<file path="config.mk">
export PLATFORM = sky130hd
export DESIGN_NAME = alu_sequencer
export DESIGN_NICKNAME = d
export VERILOG_FILES = /design/src/rtl/cpu6502_alu_pkg.sv /design/src/rtl/alu_strobe_decode.sv /design/src/rtl/alu_sequencer.sv
export SDC_FILE = /design/constraint.sdc
export NUM_CORES = 1
export LEC_CHECK = 0
export BUFFER_PORTS_ARGS = -buffer_cell sky130_fd_sc_hd__buf_2
export CORE_MARGIN = 1.5
export CORE_UTILIZATION = 45
export CTS_BUF_LIST = sky130_fd_sc_hd__clkbuf_8
export DETAILED_ROUTE_END_ITERATION = 12
export PLACE_DENSITY = 0.85
export SETUP_SLACK_MARGIN = 0.02
export SLEW_MARGIN = 10
export SYNTH_ARGS = -nofsm -noshare
export SYNTH_HDL_FRONTEND = slang
export SYNTH_HIERARCHICAL = 1
export SYNTH_SLANG_ARGS = --single-unit
</file>
<file path="constraint.sdc">
create_clock -name i_clk -period 2 [get_ports i_clk]
set_clock_uncertainty 0.2 [all_clocks]
set_input_delay 0.4 -clock i_clk [delete_from_list [all_inputs] [get_ports i_clk]]
set_output_delay 0.4 -clock i_clk [all_outputs]
set_load 0.05 [all_outputs]
</file>
<file path="src/rtl/cpu6502_alu_pkg.sv">
// Shared opcode constants, FSM state encoding and strobe bundle for the
// 6502-style ALU sequencer.
package cpu6502_alu_pkg;

   localparam int OP_ADD = 0;
   localparam int OP_SUB = 1;
   localparam int OP_AND = 2;
   localparam int OP_EOR = 3;
   localparam int OP_ORA = 4;
   localparam int OP_LSR = 5;
   localparam int OP_INC = 6;
   localparam int OP_DEC = 7;

   typedef enum logic [1:0] {
      ST_IDLE = 2'd0,
      ST_LOAD = 2'd1,
      ST_HOLD = 2'd2,
      ST_DONE = 2'd3
   } state_t;

   // ALU control strobes; one_addc is the carry injected into the adder,
   // zero_add forces the A side of the adder to 0x00.
   typedef struct packed {
      logic sb_add;
      logic zero_add;
      logic db_add;
      logic db_n_add;
      logic adl_add;
      logic one_addc;
      logic sums;
      logic ands;
      logic eors;
      logic ors;
      logic srs;
   } strobe_t;

endpackage

</file>
<file path="src/rtl/alu_strobe_decode.sv">
// Combinational opcode -> ALU strobe mapping. All strobes are zero when
// enable is low or the opcode is illegal. adl_add is never used here.
module alu_strobe_decode
   import cpu6502_alu_pkg::*;
#(
   parameter int OP_W = 4
) (
   input  logic [OP_W-1:0] op,
   input  logic            carry,
   input  logic            enable,
   output strobe_t         strobes
);

   // Decode the strobe set for the latched opcode while the ALU is driven.
   always_comb begin
      strobes = '0;
      if (enable) begin
         case (int'(op))
            OP_ADD: begin
               strobes.sb_add   = 1'b1;
               strobes.db_add   = 1'b1;
               strobes.sums     = 1'b1;
               strobes.one_addc = carry;
            end
            OP_SUB: begin
               strobes.sb_add   = 1'b1;
               strobes.db_n_add = 1'b1;
               strobes.sums     = 1'b1;
               strobes.one_addc = carry;
            end
            OP_AND: begin
               strobes.sb_add = 1'b1;
               strobes.db_add = 1'b1;
               strobes.ands   = 1'b1;
            end
            OP_EOR: begin
               strobes.sb_add = 1'b1;
               strobes.db_add = 1'b1;
               strobes.eors   = 1'b1;
            end
            OP_ORA: begin
               strobes.sb_add = 1'b1;
               strobes.db_add = 1'b1;
               strobes.ors    = 1'b1;
            end
            OP_LSR: begin
               strobes.db_add = 1'b1;
               strobes.srs    = 1'b1;
            end
            OP_INC: begin
               strobes.zero_add = 1'b1;
               strobes.db_add   = 1'b1;
               strobes.sums     = 1'b1;
               strobes.one_addc = 1'b1;
            end
            OP_DEC: begin
               // A side left floating (0xFF) so the adder yields B - 1.
               strobes.db_add = 1'b1;
               strobes.sums   = 1'b1;
            end
            default: ;
         endcase
      end
   end

endmodule

</file>
<file path="src/rtl/alu_sequencer.sv">
// Sequences one ALU operation: accept request, drive operand buses and
// strobes for two cycles, capture the ALU ADD output, present the result.
//
// Handshakes: a transfer happens on a rising edge where valid and ready are
// both high. o_op_ready is high only in IDLE; o_res_valid is high only in
// DONE and holds until i_res_ready is seen high on a rising edge.
module alu_sequencer
   import cpu6502_alu_pkg::*;
#(
   parameter int OP_W = 4
) (
   input  logic            i_clk,
   input  logic            i_reset_n,
   input  logic            i_op_valid,
   output logic            o_op_ready,
   input  logic [OP_W-1:0] i_op,
   input  logic [7:0]      i_a,
   input  logic [7:0]      i_b,
   input  logic            i_carry,
   output logic [7:0]      o_sb,
   output logic [7:0]      o_db,
   output logic            o_sb_add,
   output logic            o_0_add,
   output logic            o_db_add,
   output logic            o_db_n_add,
   output logic            o_adl_add,
   output logic            o_1_addc,
   output logic            o_sums,
   output logic            o_ands,
   output logic            o_eors,
   output logic            o_ors,
   output logic            o_srs,
   input  logic [7:0]      i_add,
   output logic            o_res_valid,
   input  logic            i_res_ready,
   output logic [7:0]      o_result,
   output logic            o_n,
   output logic            o_z,
   output logic            o_err,
   output state_t          o_state
);

   state_t          state_q, state_d;
   logic [OP_W-1:0] op_q;
   logic [7:0]      a_q, b_q;
   logic            carry_q;
   logic            accept, drive, op_legal;
   logic [7:0]      cap_value;
   strobe_t         strobes;

   assign accept    = i_op_valid && o_op_ready;
   assign drive     = (state_q == ST_LOAD) || (state_q == ST_HOLD);
   assign op_legal  = (int'(op_q) <= OP_DEC);
   assign cap_value = op_legal ? i_add : 8'h00;

   // Ready is held low while reset is asserted, rising on release.
   assign o_op_ready  = (state_q == ST_IDLE) && i_reset_n;
   assign o_res_valid = (state_q == ST_DONE);
   assign o_state     = state_q;
   assign o_sb        = drive ? a_q : 8'h00;
   assign o_db        = drive ? b_q : 8'h00;

   alu_strobe_decode #(.OP_W(OP_W)) u_decode (
      .op      (op_q),
      .carry   (carry_q),
      .enable  (drive),
      .strobes (strobes)
   );

   assign o_sb_add   = strobes.sb_add;
   assign o_0_add    = strobes.zero_add;
   assign o_db_add   = strobes.db_add;
   assign o_db_n_add = strobes.db_n_add;
   assign o_adl_add  = strobes.adl_add;
   assign o_1_addc   = strobes.one_addc;
   assign o_sums     = strobes.sums;
   assign o_ands     = strobes.ands;
   assign o_eors     = strobes.eors;
   assign o_ors      = strobes.ors;
   assign o_srs      = strobes.srs;

   // State register; reset abandons any in-flight operation.
   always_ff @(posedge i_clk or negedge i_reset_n) begin
      if (!i_reset_n) state_q <= ST_IDLE;
      else            state_q <= state_d;
   end

   // Next-state logic for the fixed four-step sequence.
   always_comb begin
      state_d = state_q;
      case (state_q)
         ST_IDLE: if (accept) state_d = ST_LOAD;
         ST_LOAD: state_d = ST_HOLD;
         ST_HOLD: state_d = ST_DONE;
         ST_DONE: if (i_res_ready) state_d = ST_IDLE;
         default: state_d = ST_IDLE;
      endcase
   end

   // Latch the request on acceptance; inputs are ignored at all other times.
   always_ff @(posedge i_clk or negedge i_reset_n) begin
      if (!i_reset_n) begin
         op_q    <= '0;
         a_q     <= 8'h00;
         b_q     <= 8'h00;
         carry_q <= 1'b0;
      end else if (accept) begin
         op_q    <= i_op;
         a_q     <= i_a;
         b_q     <= i_b;
         carry_q <= i_carry;
      end
   end

   // Capture the ALU output and its flags on the edge that ends HOLD.
   always_ff @(posedge i_clk or negedge i_reset_n) begin
      if (!i_reset_n) begin
         o_result <= 8'h00;
         o_n      <= 1'b0;
         o_z      <= 1'b0;
         o_err    <= 1'b0;
      end else if (state_q == ST_HOLD) begin
         o_result <= cap_value;
         o_n      <= cap_value[7];
         o_z      <= (cap_value == 8'h00);
         o_err    <= !op_legal;
      end
   end

endmodule

</file>
==> flow_summary_export.csv, run 1 <==
group,metric,value,unit
synth,synth_top_area_cell,"dfrtp_1",
worst_setup_path,arrival,1600,ps
sta,finalSetupViolCount,26,
worst_setup_path,setup.worst_path.start_class,"flop",
drt,wl_met2,1.99,mm
placed_design,dp_hpwl,2.63,mm
grt,grt_pass1_vias,1339,
worst_setup_path,worst-path-max-fanout,8,
worst_setup_path,max_stage_delay,430,ps
synth,async_reset_ff_frac,1.00,
cts,path_clk_slew,70,ps
min_path,whs_path_depth,2,
synth,syn_area_per_cell,12.1,sq um
drt,wl_met3,194,microns
final_layout,drive_above_1_share,0.671,
final_layout,num_antenna_cells,0,
worst_setup_path,critical_path_class,"reg2out",
worst_setup_path,r2r-start,"o_state[0]",
die,core,3690,sq um
synth,synth.distinct_cells,29,
final_layout,area_delta_synth_final,55.4,%
synth,synth_flop_cell,"dfrtp_1",
min_path,hold_end,"b_q[3]",
synth,synth_edf_count,0,
final_layout,stdcell_count,279,
die,rows,22,
grt,grt_pass1_wl,6.15,mm
grt,grt_max_degree,22,
drt,wl,3.88,mm
grt,grt_overflow,0,
synth,synth.area.top_cells,"dfrtp_1, mux2_4, and2_1, nand3b_1, ha_1",
synth,synth-simple-area-share,0.169,
flow_run,maxCapViolCount,0,
worst_setup_path,crit_chain,"inv_4, ha_4, buf_4, clkbuf_16, and2_4, buf_6",
drt,drt_pass1_iterations,4,
worst_setup_path,required,1400,ps
synth,synth_fp_nets,181,
synth,synth-adder-area-share,0.0288,
die,die_y,65.1,microns
final_layout,regArea,828,sq um
placed_design,gp_congestion,0.772,
synth,muxShareOfSynthArea,0.198,
placed_design,preCtsSetupSlack,50.6,ps
sta,fin_crit_sh,1.10,
synth,synth-seq-cells,33,
sta,slew_violations,0,
die,ios,75,
final_layout,multi_input_area,942,sq um
synth,yosysTopAreaCellShare,0.476,
final_layout,nets,267,
drt,wl_per_cell,13.9,microns
final_layout,fillers,273,
placed_design,dpl_cell_area,2280,sq um
final_layout,final_util,0.731,
drt,drtIter0Drc,20,
outcome,violations,"negative setup slack",
synth,synth_xor_xnor_area_share,0.00505,
die,dieArea,4240,sq um
cts,cts_made_buffers,5,
synth,ys_warn_count,6,
worst_setup_path,worstRegToRegCells,6,
drt,highest_layer,"met4",
sta,rsz0062_at_grt,"true",
drt,viasPerCell,4.76,
grt,antenna_found_initial,0,
outcome,outcome,"complete, but fails checks",
die,chipWidth,65.1,microns
worst_setup_path,slowest_stage,"dfrtp_2",
min_path,hold_path.class,"in2reg",
drt,drc,0,
synth,synth_top_family_by_area,"multiplexers",
final_layout,design_area,2700,sq um
synth,syn-cell-area,1740,sq um
sta,fmax,455,MHz
drt,vias,1328,
die,start_util,0.470,
grt,grt_usage,0.194,
sta,layout_setup_ws,-195,ps
cts,h-tree-depth,2,
synth,syn_inst,144,
synth,synth_compound_area_frac,0.0469,
sta,hold_violations,0,
worst_setup_path,endpoint_kind,"primary output",
min_path,hp-start,"i_b[3]",
cts,cts_buffer_depth,2,
cts,clock-root-buffer,"clkbuf_8",
sta,fin_crit,2200,ps
worst_setup_path,reg2reg_slack,110,ps
synth,synth-seq-area-share,0.476,
drt,ant_nets,0,
cts,cts_tree,"built",
cts,cts_sinks,33,
cts,clk_latency,290,ps
placed_design,placed_cells,265,
drt,wl_met1,1.65,mm
placed_design,io_buffers,73,
worst_setup_path,reg2reg_to,"o_state[1]",
==> synth_stat cells (2+ instances only) <==
cell / n
dfrtp_1: 33
mux2_4: 20
and2_1: 16
inv_1: 10
nand3b_1: 10
o21ai_0: 8
nor2_1: 6
ha_1: 4
nor3_1: 4
a21oi_1: 3
buf_4: 3
clkbuf_1: 3
mux2_2: 3
nand2b_1: 3
buf_12: 2
nand2_1: 2
nor4_1: 2
==> state kept, by name (all words and copies together) (netlist names) <==
| signal | flops |
|---|---|
| o_state | 2 |
| o_z | 1 |
| b_q | 8 |
| o_err | 1 |
| o_result | 8 |
| carry_q | 1 |
| a_q | 8 |
| op_q | 4 |
==> logic make-up after synthesis <==
logic type,after synthesis
buffers and inverters,20
other,1
and+or+nand+nor,47
xor gates and xnor gates,1
adders and majority gates,4
DFF,33
muxes,24
AOI/OAI and AO/OA,14
==> worst max path at each step <==
| stage | from | endpoint | slack, ps | cells past startpoint |
|---|---|---|---|---|
| floorplan | o_state[0] | o_ors | -310 | 4 |
| global placement | o_state[0] | o_srs | 80 | 6 |
| detailed placement | o_state[0] | o_srs | 50 | 6 |
| CTS | o_state[0] | o_srs | -160 | 6 |
| global route | o_state[0] | o_ors | -240 | 5 |
| finish | o_state[0] | o_sb[7] | -200 | 6 |
==> per-layer routing <==
layer,vias to the layer above,global-route usage
met4,0,0.0625
li1,649,-
met5,-,0
met3,6,0.0634
met1,630,0.238
met2,43,0.323
==> per-stage QoR <==
stage               TNS, ps  hold WS, ps
floorplan             -2030        -95.6
global placement          0          184
detailed placement        0          192
CTS                   -2430          133
global route          -5160          127
finish                -4020          137
==> worst max-delay path, delay by kind of cell, from the launching register on <==
kind | cells | cell delay [ps]
flip-flops | 1 | 430
buffers and inverters | 4 | 500
adder cells (fa/ha/maj) | 1 | 220
AND/OR/NAND/NOR | 1 | 150
==> cell usage in the layout, fill, tap and decap left out, types with 2 or more instances in the layout <==
master | synthesis | layout
buf_2 | 1 | 46
dfrtp_1 | 33 | 31
buf_6 | 1 | 26
mux2_4 | 20 | 20
and2_4 | 1 | 17
buf_4 | 3 | 11
nand3b_1 | 10 | 10
inv_1 | 10 | 9
o21ai_0 | 8 | 8
clkbuf_8 | 0 | 6
nor3_4 | 0 | 4
nor2_4 | 0 | 4
mux2_2 | 3 | 3
ha_1 | 4 | 3
nand2_1 | 2 | 2
nor4_1 | 2 | 2
a21oi_1 | 3 | 2
nor2_1 | 6 | 2
dfrtp_2 | 0 | 2
buf_8 | 0 | 2
buf_12 | 2 | 2
nand2b_4 | 0 | 2
==> timing repair <==
item	in CTS	in global routing
hold endpoints to repair	33	0
resized for setup	58	16
pin swaps	5	1
hold buffers	1	0
setup buffers	2	2
gates cloned	0	1
setup endpoints to repair	26	29
==> cell type report <==
type                            instances  share of cell area
Multi-Input combinational cell         91               0.349
Sequential cell                        33               0.307
Timing Repair Buffer                   89               0.263
Clock buffer                            6              0.0306
Tap cell                               48              0.0223
Inverter                               10              0.0148
Clock inverter                          2              0.0125
Power of run 1 is left out: the tool's default activity adds up to more than one toggle a clock period on the data nets, which glitch-free logic cannot reach.
==> inputs of run 2 (changes only) <==
HOLD_SLACK_MARGIN = 0.02   (was not set)
TNS_END_PERCENT = 20   (was not set)
==> run 2 against run 1 <==
The run still ends with negative setup slack left. Final cell count down 0.72%. Highest routed layer unchanged. Critical path type unchanged. Via count down 2.1%. Clock-buffer cell count unchanged. Register-to-register slack about the same. Non-clock buffer count down 2. Wire length down 1.1%. Critical path depth unchanged.
==> flow_summary_export.csv, run 2 (same netlist as run 1, synthesis figures left out) <==
group,metric,value,unit
worst_setup_path,setup.worst_path.start_class,"flop",
drt,viasPerCell,4.69,
drt,drtIter0Drc,37,
outcome,outcome,"complete, but fails checks",
final_layout,mostFrequentLayoutCells,"buf_2, dfrtp_1, buf_6",
final_layout,area_delta_synth_final,49.2,%
grt,grt_max_degree,34,
worst_setup_path,crit_end,"o_srs",
flow_run,maxCapViolCount,0,
final_layout,mostFrequentLayoutCell,"buf_2",
drt,drc,0,
worst_setup_path,required,1400,ps
worst_setup_path,reg2reg_slack,100,ps
sta,fin_crit_sh,1.08,
die,start_util,0.470,
placed_design,io_buffers,73,
worst_setup_path,endpoint_kind,"primary output",
grt,grt_overflow,0,
sta,fmax,464,MHz
final_layout,fillers,295,
sta,slew_violations,0,
worst_setup_path,reg2reg_to,"o_state[1]",
sta,final.setup.tns,-1800,ps
cts,path_clk_slew,70,ps
grt,grt_usage,0.193,
cts,cts_made_buffers,5,
sta,finalSetupViolCount,24,
min_path,hold_path.class,"in2reg",
worst_setup_path,worst-path-max-fanout,3,
placed_design,dp_hpwl,2.55,mm
grt,grt_pass1_vias,1314,
sta,fin_crit,2160,ps
final_layout,num_antenna_cells,0,
outcome,violations,"negative setup slack",
cts,clock-root-buffer,"clkbuf_8",
final_layout,drive_above_1_share,0.598,
cts,cts_tree,"built",
drt,wl_per_cell,13.9,microns
drt,drt_pass1_iterations,3,
die,core,3690,sq um
worst_setup_path,r2r-start,"o_state[0]",
cts,h-tree-depth,2,
die,chipWidth,65.1,microns
drt,vias,1300,
worst_setup_path,critPathLaunch,"o_state[0]",
sta,layout_setup_ws,-155,ps
drt,wl,3.84,mm
final_layout,top_regs,"a_q (8), b_q (8), o_result (8)",
worst_setup_path,arrival,1560,ps
die,rows,22,
die,dieArea,4240,sq um
grt,grt_pass1_wl,6.13,mm
grt,antenna_found_initial,0,
sta,rsz0062_at_grt,"true",
worst_setup_path,worstRegToRegCells,6,
drt,ant_nets,0,
cts,cts_sinks,33,
sta,hold_violations,0,
die,die_y,65.1,microns
die,ios,75,
worst_setup_path,critical_path_class,"reg2out",
cts,clk_latency,270,ps
cts,cts_buffer_depth,2,
placed_design,gp_congestion,0.789,
final_layout,nets,265,
==> run 2: cell count changes in the layout (fill, tap and decap cells not counted), moves of 2 or more <==
cell     change
and2_1      +16
dfrtp_1      -2
and2_4      -16
dfrtp_2      +2
buf_12       -2
==> run 2: critical path: stages, from the launching register on <==
cell	delay, ps
dfrtp_2	370
inv_2	50
ha_4	290
nand3b_1	160
buf_6	180
nor2_4	80
buf_6	160
==> run 2: routing by layer <==
metal	GRT usage	routed length (microns)
met1	0.240	1610
met5	0	0
met3	0.0514	187
met2	0.331	2020
met4	0.0573	19
==> run 2: stage by stage <==
| step | hold slack (ps) | utilization | setup WS, ps | cells | instance area (sq um) |
|---|---|---|---|---|---|
| 2_1_floorplan | -95.6 | - | -313 | 144 | 1850 |
| 3_3_place_gp | 283 | 0.610 | 76.4 | 264 | 2250 |
| 3_5_place_dp | 284 | 0.610 | 40.9 | 264 | 2250 |
| 4_1_cts | 144 | 0.681 | -146 | 276 | 2510 |
| 5_1_grt | 134 | 0.702 | -223 | 277 | 2590 |
| 6_report | 153 | 0.702 | -155 | 277 | 2590 |
==> run 2: worst min path at each step <==
stage / slack (ps) / from / depth (start not counted) / end
finish: 150 / i_op[2] / 2 / op_q[2]
global route: 130 / i_a[4] / 2 / a_q[4]
CTS: 140 / i_op[2] / 2 / op_q[2]
detailed placement: 280 / a_q[3] / 1 / a_q[3]
global placement: 280 / b_q[4] / 1 / b_q[4]
floorplan: -100 / i_reset_n / 0 / a_q[0]
==> run 2: cell type report <==
| cell class | count | area, sq um | share of cell area |
|---|---|---|---|
| Clock buffer | 6 | 82.6 | 0.0319 |
| Inverter | 10 | 37.5 | 0.0145 |
| Sequential cell | 33 | 831 | 0.321 |
| Tap cell | 48 | 60.1 | 0.0232 |
| Clock inverter | 2 | 33.8 | 0.0130 |
| Timing Repair Buffer | 87 | 653 | 0.252 |
| Multi-Input combinational cell | 91 | 891 | 0.344 |
==> run 2: what timing repair did <==
item                                    4_1_cts  5_1_grt
resized for setup                            40       20
setup buffers                                 3        1
pin swaps                                     5        0
endpoints found under the setup margin       26       26
hold buffers                                  1        0
hold endpoints to repair                     33        0
Power of run 2 is left out for the same reason.
==> inputs of run 3 (changes only) <==
CORE_MARGIN = 2   (was 1.5)
==> run 3 against run 2 <==
The run still ends with negative setup slack left. Die area rose by 3.1%. Sequential cell count did not move. Largest cell class unchanged. Global-route usage fell by 0.72 points. Via count rose by 1.0%. Final cell count rose by 0.36%.
==> flow_summary_export.csv, run 3 (same netlist as run 1, synthesis figures left out) <==
group,metric,value,unit
worst_setup_path,critical_path_class,"reg2out",
die,rows,22,
die,chipWidth,66.1,microns
final_layout,area_delta_synth_final,48.1,%
placed_design,gp_congestion,0.789,
sta,fin_crit,2160,ps
min_path,hp-start,"i_op[1]",
sta,layout_setup_ws,-155,ps
worst_setup_path,path_buf_inv,3,
drt,wl_per_cell,12.9,microns
worst_setup_path,r2r-start,"o_state[1]",
final_layout,top_regs,"a_q (8), b_q (8), o_result (8)",
min_path,hold_path.class,"in2reg",
drt,drtIter0Drc,32,
grt,grt_pass1_wl,6.04,mm
worst_setup_path,worstRegToRegCells,5,
grt,antenna_found_initial,0,
die,start_util,0.470,
drt,ant_nets,0,
cts,clock-root-buffer,"clkbuf_8",
die,die_y,66.1,microns
min_path,whs_path_depth,2,
final_layout,num_antenna_cells,0,
worst_setup_path,max_stage_delay,360,ps
sta,hold_violations,0,
drt,drc,0,
sta,slew_violations,0,
cts,cts_tree,"built",
drt,wl,3.59,mm
grt,grt_overflow,0,
worst_setup_path,crit_family,"buffers and inverters",
cts,path_clk_slew,70,ps
cts,cts_made_buffers,5,
worst_setup_path,arrival,1560,ps
placed_design,io_buffers,73,
outcome,violations,"negative setup slack",
cts,cts_buffer_depth,2,
grt,grt_max_degree,22,
outcome,outcome,"complete, but fails checks",
final_layout,mostFrequentLayoutCells,"buf_2, dfrtp_1, buf_6",
die,core,3690,sq um
cts,h-tree-depth,2,
min_path,hold_end,"op_q[1]",
cts,cts_sinks,33,
drt,vias,1313,
sta,rsz0062_at_grt,"true",
final_layout,mostFrequentLayoutCell,"buf_2",
die,ios,75,
sta,fin_crit_sh,1.08,
grt,grt_pass1_vias,1353,
flow_run,maxCapViolCount,0,
drt,viasPerCell,4.72,
grt,grt_usage,0.186,
worst_setup_path,reg2reg_to,"op_q[0]",
final_layout,nets,266,
sta,finalSetupViolCount,25,
cts,clk_latency,280,ps
worst_setup_path,crit_chain,"inv_2, ha_4, nand3b_1, buf_6, nor2_4, buf_8",
worst_setup_path,endpoint_kind,"primary output",
placed_design,dp_hpwl,2.71,mm
worst_setup_path,setup.worst_path.start_class,"flop",
sta,fmax,464,MHz
final_layout,drive_above_1_share,0.609,
worst_setup_path,worst-path-max-fanout,4,
drt,drt_pass1_iterations,4,
worst_setup_path,slowest_stage,"dfrtp_2",
placed_design,preCtsSetupSlack,36.0,ps
die,dieArea,4370,sq um
worst_setup_path,reg2reg_slack,290,ps
worst_setup_path,required,1400,ps
## run 3: cell types whose count changed in the layout (fill, tap and decap cells not counted), moves of 2 or more
cell	change
and2_1	-2
and2_4	+2
dfrtp_2	-2
clkinv_2	+2
dfrtp_1	+2
## run 3: cell type report
cell class	count	area (sq um)
inverters	10	37.5
multi-input cells	91	900
repair buffers	88	658
flip-flops and latches	33	828
clock buffers	5	68.8
well taps	48	60.1
clock inverters	3	17.5
fillers	282	1120
## run 3: worst register-to-register path: cells and delay by family (launching register included)
family                   cells  cell delay [ps]
adder cells (fa/ha/maj)      1              160
buffers and inverters        1               50
flip-flops                   1              360
AND/OR/NAND/NOR              2              440
multiplexers                 1              390
## run 3: per-stage QoR
stage	cells	TNS (ps)	hold slack [ps]	cell area, sq um	utilization
3_3_place_gp	267	0	183	2270	0.616
2_1_floorplan	144	-2910	-95.6	1850	-
6_report	278	-1740	142	2570	0.697
3_5_place_dp	267	0	190	2270	0.616
4_1_cts	278	-2120	134	2550	0.692
5_1_grt	278	-3710	126	2570	0.697
## run 3: per-layer routing
metal | vias to the layer above | track usage | wire length [microns]
met2 | 40 | 0.309 | 1810
met1 | 624 | 0.230 | 1550
met4 | 0 | 0.0459 | 31
met5 | - | 0 | 0
met3 | 5 | 0.0664 | 188
li1 | 644 | - | -
## run 3: how the worst max path moves through the flow
stage | to | slack [ps] | cells after the start | start
after floorplan | o_ors | -310 | 4 | o_state[0]
after global placement | o_srs | 70 | 6 | o_state[0]
after detailed placement | o_srs | 40 | 6 | o_state[0]
after CTS | o_srs | -160 | 6 | o_state[1]
after global routing | o_srs | -250 | 6 | o_state[1]
final | o_srs | -160 | 6 | o_state[1]
## run 3: what timing repair did
item,in CTS,in global routing
buffers inserted,2,0
pin swaps,6,2
gates resized for setup,54,5
hold buffers,1,0
endpoints found under the setup margin,26,27
hold endpoints to repair,33,0
Power of run 3 is left out for the same reason.
